==> src/rtl/uart_prog_loader.sv <==
// Serial program loader: receives 8N1 bytes, writes them to RAM from BASE_ADDR
// upward and holds the CPU in reset until the line has been idle long enough.
module uart_prog_loader #(
  parameter int unsigned CLKS_PER_BIT = 208,
  parameter logic [15:0] BASE_ADDR    = 16'h0600,
  parameter int unsigned IDLE_BITS    = 32
) (
  input  logic        clk,
  input  logic        reset_n,
  input  logic        serial_rxd,
  output logic        mem_we,
  output logic [15:0] mem_addr,
  output logic [7:0]  mem_wdata,
  output logic        cpu_hold,
  output logic [15:0] byte_count,
  output logic        frame_err
);

  localparam int unsigned HALF_BIT = CLKS_PER_BIT / 2;
  localparam int unsigned CNT_W    = $clog2(CLKS_PER_BIT + 1);
  localparam int unsigned IDLE_MAX = IDLE_BITS * CLKS_PER_BIT;
  localparam int unsigned IDLE_W   = $clog2(IDLE_MAX + 1);

  typedef enum logic [1:0] {RX_IDLE, RX_START, RX_DATA, RX_STOP} rx_state_e;
  typedef enum logic {LD_RUN, LD_LOAD} ld_state_e;

  rx_state_e          rx_state_q, rx_state_d;
  ld_state_e          ld_state_q, ld_state_d;
  logic               rx_s1_q, rx_s1_d;
  logic               rx_s2_q, rx_s2_d;
  logic               wait_high_q, wait_high_d;
  logic [CNT_W-1:0]   clk_cnt_q, clk_cnt_d;
  logic [2:0]         bit_cnt_q, bit_cnt_d;
  logic [7:0]         shift_q, shift_d;
  logic [IDLE_W-1:0]  idle_cnt_q, idle_cnt_d;
  logic [15:0]        next_addr_q, next_addr_d;
  logic               mem_we_q, mem_we_d;
  logic [15:0]        mem_addr_q, mem_addr_d;
  logic [7:0]         mem_wdata_q, mem_wdata_d;
  logic               cpu_hold_q, cpu_hold_d;
  logic [15:0]        byte_count_q, byte_count_d;
  logic               frame_err_q, frame_err_d;
  logic               byte_valid;
  logic               start_entry;

  // Next-state logic for the receiver, loader and idle timer
  always_comb begin
    rx_s1_d      = serial_rxd;
    rx_s2_d      = rx_s1_q;
    rx_state_d   = rx_state_q;
    ld_state_d   = ld_state_q;
    wait_high_d  = wait_high_q;
    clk_cnt_d    = clk_cnt_q;
    bit_cnt_d    = bit_cnt_q;
    shift_d      = shift_q;
    idle_cnt_d   = idle_cnt_q;
    next_addr_d  = next_addr_q;
    mem_we_d     = 1'b0;
    mem_addr_d   = mem_addr_q;
    mem_wdata_d  = mem_wdata_q;
    cpu_hold_d   = cpu_hold_q;
    byte_count_d = byte_count_q;
    frame_err_d  = 1'b0;
    byte_valid   = 1'b0;
    start_entry  = 1'b0;

    unique case (rx_state_q)
      RX_IDLE: begin
        // After a framing error the line must go high before a new start is accepted
        if (rx_s2_q) begin
          wait_high_d = 1'b0;
        end else if (!wait_high_q) begin
          start_entry = 1'b1;
          rx_state_d  = RX_START;
          clk_cnt_d   = '0;
          bit_cnt_d   = '0;
        end
      end
      RX_START: begin
        if (clk_cnt_q == CNT_W'(HALF_BIT - 1)) begin
          clk_cnt_d  = '0;
          rx_state_d = rx_s2_q ? RX_IDLE : RX_DATA;
        end else begin
          clk_cnt_d = clk_cnt_q + CNT_W'(1);
        end
      end
      RX_DATA: begin
        if (clk_cnt_q == CNT_W'(CLKS_PER_BIT - 1)) begin
          clk_cnt_d = '0;
          shift_d   = {rx_s2_q, shift_q[7:1]};
          if (bit_cnt_q == 3'd7) rx_state_d = RX_STOP;
          else                   bit_cnt_d  = bit_cnt_q + 3'd1;
        end else begin
          clk_cnt_d = clk_cnt_q + CNT_W'(1);
        end
      end
      RX_STOP: begin
        if (clk_cnt_q == CNT_W'(CLKS_PER_BIT - 1)) begin
          clk_cnt_d  = '0;
          rx_state_d = RX_IDLE;
          if (rx_s2_q) begin
            byte_valid = 1'b1;
          end else begin
            frame_err_d = 1'b1;
            wait_high_d = 1'b1;
          end
        end else begin
          clk_cnt_d = clk_cnt_q + CNT_W'(1);
        end
      end
      default: rx_state_d = RX_IDLE;
    endcase

    // Loader: a byte in RUN starts a fresh load at BASE_ADDR
    if (byte_valid) begin
      mem_we_d    = 1'b1;
      mem_wdata_d = shift_q;
      idle_cnt_d  = '0;
      ld_state_d  = LD_LOAD;
      cpu_hold_d  = 1'b1;
      if (ld_state_q == LD_RUN) begin
        mem_addr_d   = BASE_ADDR;
        next_addr_d  = BASE_ADDR + 16'd1;
        byte_count_d = 16'd1;
      end else begin
        mem_addr_d  = next_addr_q;
        next_addr_d = next_addr_q + 16'd1;
        if (byte_count_q != 16'hFFFF) byte_count_d = byte_count_q + 16'd1;
      end
    end else if (start_entry || ld_state_q == LD_RUN) begin
      idle_cnt_d = '0;
    end else if (rx_state_q == RX_IDLE) begin
      if (idle_cnt_q == IDLE_W'(IDLE_MAX - 1)) begin
        idle_cnt_d = '0;
        ld_state_d = LD_RUN;
        cpu_hold_d = 1'b0;
      end else begin
        idle_cnt_d = idle_cnt_q + IDLE_W'(1);
      end
    end
  end

  // State and output registers
  always_ff @(posedge clk or negedge reset_n) begin
    if (!reset_n) begin
      rx_s1_q      <= 1'b1;
      rx_s2_q      <= 1'b1;
      rx_state_q   <= RX_IDLE;
      ld_state_q   <= LD_RUN;
      wait_high_q  <= 1'b0;
      clk_cnt_q    <= '0;
      bit_cnt_q    <= '0;
      shift_q      <= '0;
      idle_cnt_q   <= '0;
      next_addr_q  <= '0;
      mem_we_q     <= 1'b0;
      mem_addr_q   <= '0;
      mem_wdata_q  <= '0;
      cpu_hold_q   <= 1'b0;
      byte_count_q <= '0;
      frame_err_q  <= 1'b0;
    end else begin
      rx_s1_q      <= rx_s1_d;
      rx_s2_q      <= rx_s2_d;
      rx_state_q   <= rx_state_d;
      ld_state_q   <= ld_state_d;
      wait_high_q  <= wait_high_d;
      clk_cnt_q    <= clk_cnt_d;
      bit_cnt_q    <= bit_cnt_d;
      shift_q      <= shift_d;
      idle_cnt_q   <= idle_cnt_d;
      next_addr_q  <= next_addr_d;
      mem_we_q     <= mem_we_d;
      mem_addr_q   <= mem_addr_d;
      mem_wdata_q  <= mem_wdata_d;
      cpu_hold_q   <= cpu_hold_d;
      byte_count_q <= byte_count_d;
      frame_err_q  <= frame_err_d;
    end
  end

  assign mem_we     = mem_we_q;
  assign mem_addr   = mem_addr_q;
  assign mem_wdata  = mem_wdata_q;
  assign cpu_hold   = cpu_hold_q;
  assign byte_count = byte_count_q;
  assign frame_err  = frame_err_q;

endmodule
==> config.mk <==
export PLATFORM = sky130hd
export DESIGN_NAME = uart_prog_loader
export DESIGN_NICKNAME = d
export VERILOG_FILES = /design/src/rtl/uart_prog_loader.sv
export SDC_FILE = /design/constraint.sdc
export NUM_CORES = 1
export LEC_CHECK = 0
export BUFFER_PORTS_ARGS = -buffer_cell sky130_fd_sc_hd__buf_2
export CAP_MARGIN = 20
export CELL_PAD_IN_SITES_DETAIL_PLACEMENT = 0
export CELL_PAD_IN_SITES_GLOBAL_PLACEMENT = 1
export CORE_ASPECT_RATIO = 2
export CORE_MARGIN = 3
export CORE_UTILIZATION = 35
export CTS_BUF_LIST = sky130_fd_sc_hd__clkbuf_4 sky130_fd_sc_hd__clkbuf_8
export DETAILED_ROUTE_END_ITERATION = 10
export PLACE_DENSITY = 0.64
export REMOVE_ABC_BUFFERS = 1
export SLEW_MARGIN = 20
export SYNTH_ARGS = -nofsm -noshare
export SYNTH_HDL_FRONTEND = slang
export SYNTH_SLANG_ARGS = --single-unit
==> constraint.sdc <==
create_clock -name clk -period 4.4 [get_ports clk]
set_input_delay 0.44 -clock clk [delete_from_list [all_inputs] [get_ports clk]]
set_output_delay 0.44 -clock clk [all_outputs]
set_load 0.03 [all_outputs]
==> flow_summary.ini <==
[global_routing]
grt_pass1_wl_um = 19800
track_usage_pct = 16.2
grt_max_degree = 78
grt_antenna_before_repair = 0
grt_pass1_vias = 3848
grt.overflow.total = 0

[floorplanning]
dieWidth_um = 89.2
dieArea_um2 = 15400
initial_utilization_pct = 35.8
die_h_um = 172
core_um2 = 13500
num_io_pins = 46
std_cell_rows = 60

[placed_design]
port_buffers = 45
hpwl_um = 8110
gp_congestion = 0.777

[critical_path]
r2r_start = clk_cnt_q[0]$_DFFE_PN0P_
critPathCapture = next_addr_q[9]$_DFFE_PN0N_
r2r_slack_ps = 1970
worst_ep_required_time_ps = 4660
regToRegEndpoint = next_addr_q[9]$_DFFE_PN0N_
crit_start = clk_cnt_q[0]$_DFFE_PN0P_
crit_arrival_ps = 2700
crit_type = reg -> reg
r2r_cells = 6
critPathCaptureType = register
critPathMaxFanout = 77
startpoint_type = register

[worst_hold_path]
hold_class = in -> async

[clock_tree]
cts_tree = yes
postCtsSetupRepairBufs = 0
clkLatencyLatePin_ps = 370
htree_levels = 3
cts_resized = 0
cts_root_buffer = clkbuf_8
cts_buffers = 9
max-clock-path-buffers = 2
holdBufCountCts = 0
cts_sinks = 96
path_clk_slew_ps = 110

[timing]
maxSlewViolCount = 0
post-route-min-period_ps = 2430
finClkSkew_ps = 21.2
tns_ps = 0
finalSetupViolations = 0
hold_viol_final = 0
fmax_mhz = 411
fin_crit_sh_pct = 55.3
worst_slew_pin_slew_ps = 1000
relSlewSlack_pct = 33.1
rsz0062_at_grt = no

[yosys]
yosys_warnings = 0
synth.largest_area_cell = dfrtp_1
synth.most_common_cell = nand2_1
ys_top_cells_by_area = dfrtp_1 (49%), nand2_1 (7.8%), o21ai_0 (4.5%)
ys_ff_latch = 96
synth_common_cells = nand2_1 (100), dfrtp_1 (94), o21ai_0 (44), nand3_1 (26)
synthFlopType = dfrtp_1
synthCells = 520
synth_area_um2 = 4840
seq_area_frac_synth_pct = 49.7
synth-edff-count = 0
postSynth.asyncResetShare_pct = 100
synth_top_area_share_pct = 48.6
synth_cell_type_count = 55
avgSynthCellArea_um2 = 9.31

[pwr]
pwr-share-seq_pct = 59.9
p_comb_share_pct = 1.5
switching_share_pct = 24.6
power.leakage_nw = 2.44
worst_ir_drop_vdd_mv = 0.186
p_int_mw = 1.11
p_clk_share_pct = 38.5
p_per_area_nw_per_um2 = 276
p_switching_mw = 0.363
total_power_mw = 1.48

[finish]
layout.nets = 559
drive_gt1_share_pct = 15.0
n_antenna_cell = 0
area_growth_pct = 10.6

[routing]
ant_nets = 0
first_pass_iters = 5
via_per_inst = 5.67
vias = 4027
drc = 0
drtIter0Drc = 211
wl_um = 11800
wl_per_cell_um = 16.6

[job]
maxCapViolCount = 0

[outcome]
status = completed
## layer usage
layer  vias up  share of wire (%)  GRT usage, %  routed length, µm
met1      1966                 42          19.9               4940
met4         0                1.1          4.67                129
met3         8                3.0          2.58                354
met5         -                  0             0                  0
li1       1977                  -             -                  -
met2        76                 54          28.5               6360
## power by group through the flow
stage          combinational [mW]  clock, mW  sequential, mW
2_1_floorplan             0.00292          0           0.902
3_3_place_gp               0.0239          0           0.902
3_5_place_dp               0.0249          0           0.902
4_1_cts                    0.0249      0.598           0.885
5_1_grt                    0.0273      0.639           0.885
6_report                   0.0229      0.568           0.884
## critical path, cell delays in order, from the launching register on
cell and delay, ps:
dfrtp_1 420, ha_1 270, and4b_1 310, nand3_2 100
buf_4 590, nor2_1 220, or3_1 410
## worst min path at each step
| stage | slack [ps] | to | from | cells after the start |
|---|---|---|---|---|
| finish | 140 | mem_addr[12]$_DFFE_PN0N_ | reset_n | 1 |
| global route | 130 | rx_s1_q$_DFF_PN1_ | serial_rxd | 1 |
| CTS | 140 | rx_s1_q$_DFF_PN1_ | serial_rxd | 1 |
| detailed placement | 350 | rx_s2_q$_DFF_PN1_ | rx_s1_q$_DFF_PN1_ | 0 |
| global placement | 350 | rx_s2_q$_DFF_PN1_ | rx_s1_q$_DFF_PN1_ | 0 |
| floorplan | 140 | asynchronous set/reset pin | reset_n | 0 |
## sequential cells by signal (all words and copies together) (netlist names), named ones only
| register | flops |
|---|---|
| shift_q | 8 |
| frame_err | 1 |
| bit_cnt_q | 3 |
| mem_we | 1 |
| clk_cnt_q | 8 |
| rx_s1_q | 1 |
| mem_wdata | 8 |
| cpu_hold | 1 |
| next_addr_q | 16 |
| rx_s2_q | 1 |
| wait_high_q | 1 |
| mem_addr | 16 |
| idle_cnt_q | 13 |
| byte_count | 16 |
| rx_state_q | 1 |
## logic make-up (layout without fill, tap and decap cells)
logic type	Yosys count	count (layout)	synth area share, %
DFF	96	96	49.7
AOI/OAI and AO/OA	127	127	17.2
adders and majority gates	6	6	1.55
xor gates and xnor gates	2	2	0.362
buffers and inverters	45	80	3.83
and+or+nand+nor	234	234	25.1
muxes	10	10	2.27
## layout by cell type, fill, tap and decap left out, types with 4 or more instances in the layout
| master | Yosys | final |
|---|---|---|
| nand4_1 | 14 | 14 |
| o21ai_0 | 44 | 44 |
| nor2_1 | 18 | 18 |
| nor4_1 | 6 | 6 |
| dfrtp_1 | 94 | 94 |
| o22ai_1 | 4 | 4 |
| o21a_1 | 4 | 4 |
| and3_1 | 9 | 9 |
| ha_1 | 6 | 6 |
| o211ai_1 | 4 | 4 |
| buf_2 | 13 | 44 |
| buf_4 | 0 | 6 |
| nand2b_1 | 4 | 4 |
| o311a_1 | 4 | 4 |
| o41ai_1 | 4 | 4 |
| or3_1 | 5 | 5 |
| mux2_2 | 8 | 8 |
| inv_1 | 13 | 13 |
| nand2_1 | 100 | 100 |
| a31oi_1 | 8 | 8 |
| a221o_1 | 4 | 4 |
| o31ai_1 | 17 | 17 |
| and4_1 | 4 | 4 |
| or4_1 | 12 | 12 |
| nand3_1 | 26 | 26 |
| nor3_1 | 13 | 13 |
| clkbuf_8 | 0 | 9 |
| and2_1 | 5 | 5 |
| a21oi_1 | 18 | 18 |
## through the flow
| stage | util (%) | hold slack, ps | setup WS [ps] | cells | cell area, µm² |
|---|---|---|---|---|---|
| 2_1_floorplan | - | 144 | 1380 | 489 | 4710 |
| 3_3_place_gp | 38.2 | 346 | 2000 | 694 | 5170 |
| 3_5_place_dp | 38.2 | 348 | 1950 | 694 | 5170 |
| 4_1_cts | 39.6 | 140 | 1970 | 710 | 5360 |
| 5_1_grt | 39.6 | 133 | 1800 | 710 | 5360 |
| 6_report | 39.6 | 144 | 1970 | 710 | 5360 |
## area by class of cell
| class | instances | area [µm²] |
|---|---|---|
| timing repair buffer | 50 | 265 |
| multi-input combinational | 379 | 2250 |
| tap | 155 | 194 |
| fill | 1366 | 8160 |
| clock buffer | 10 | 131 |
| clock inverter | 6 | 57.6 |
| inverter | 14 | 52.6 |
| sequential | 96 | 2400 |
(Power assumes the default switching activity.)
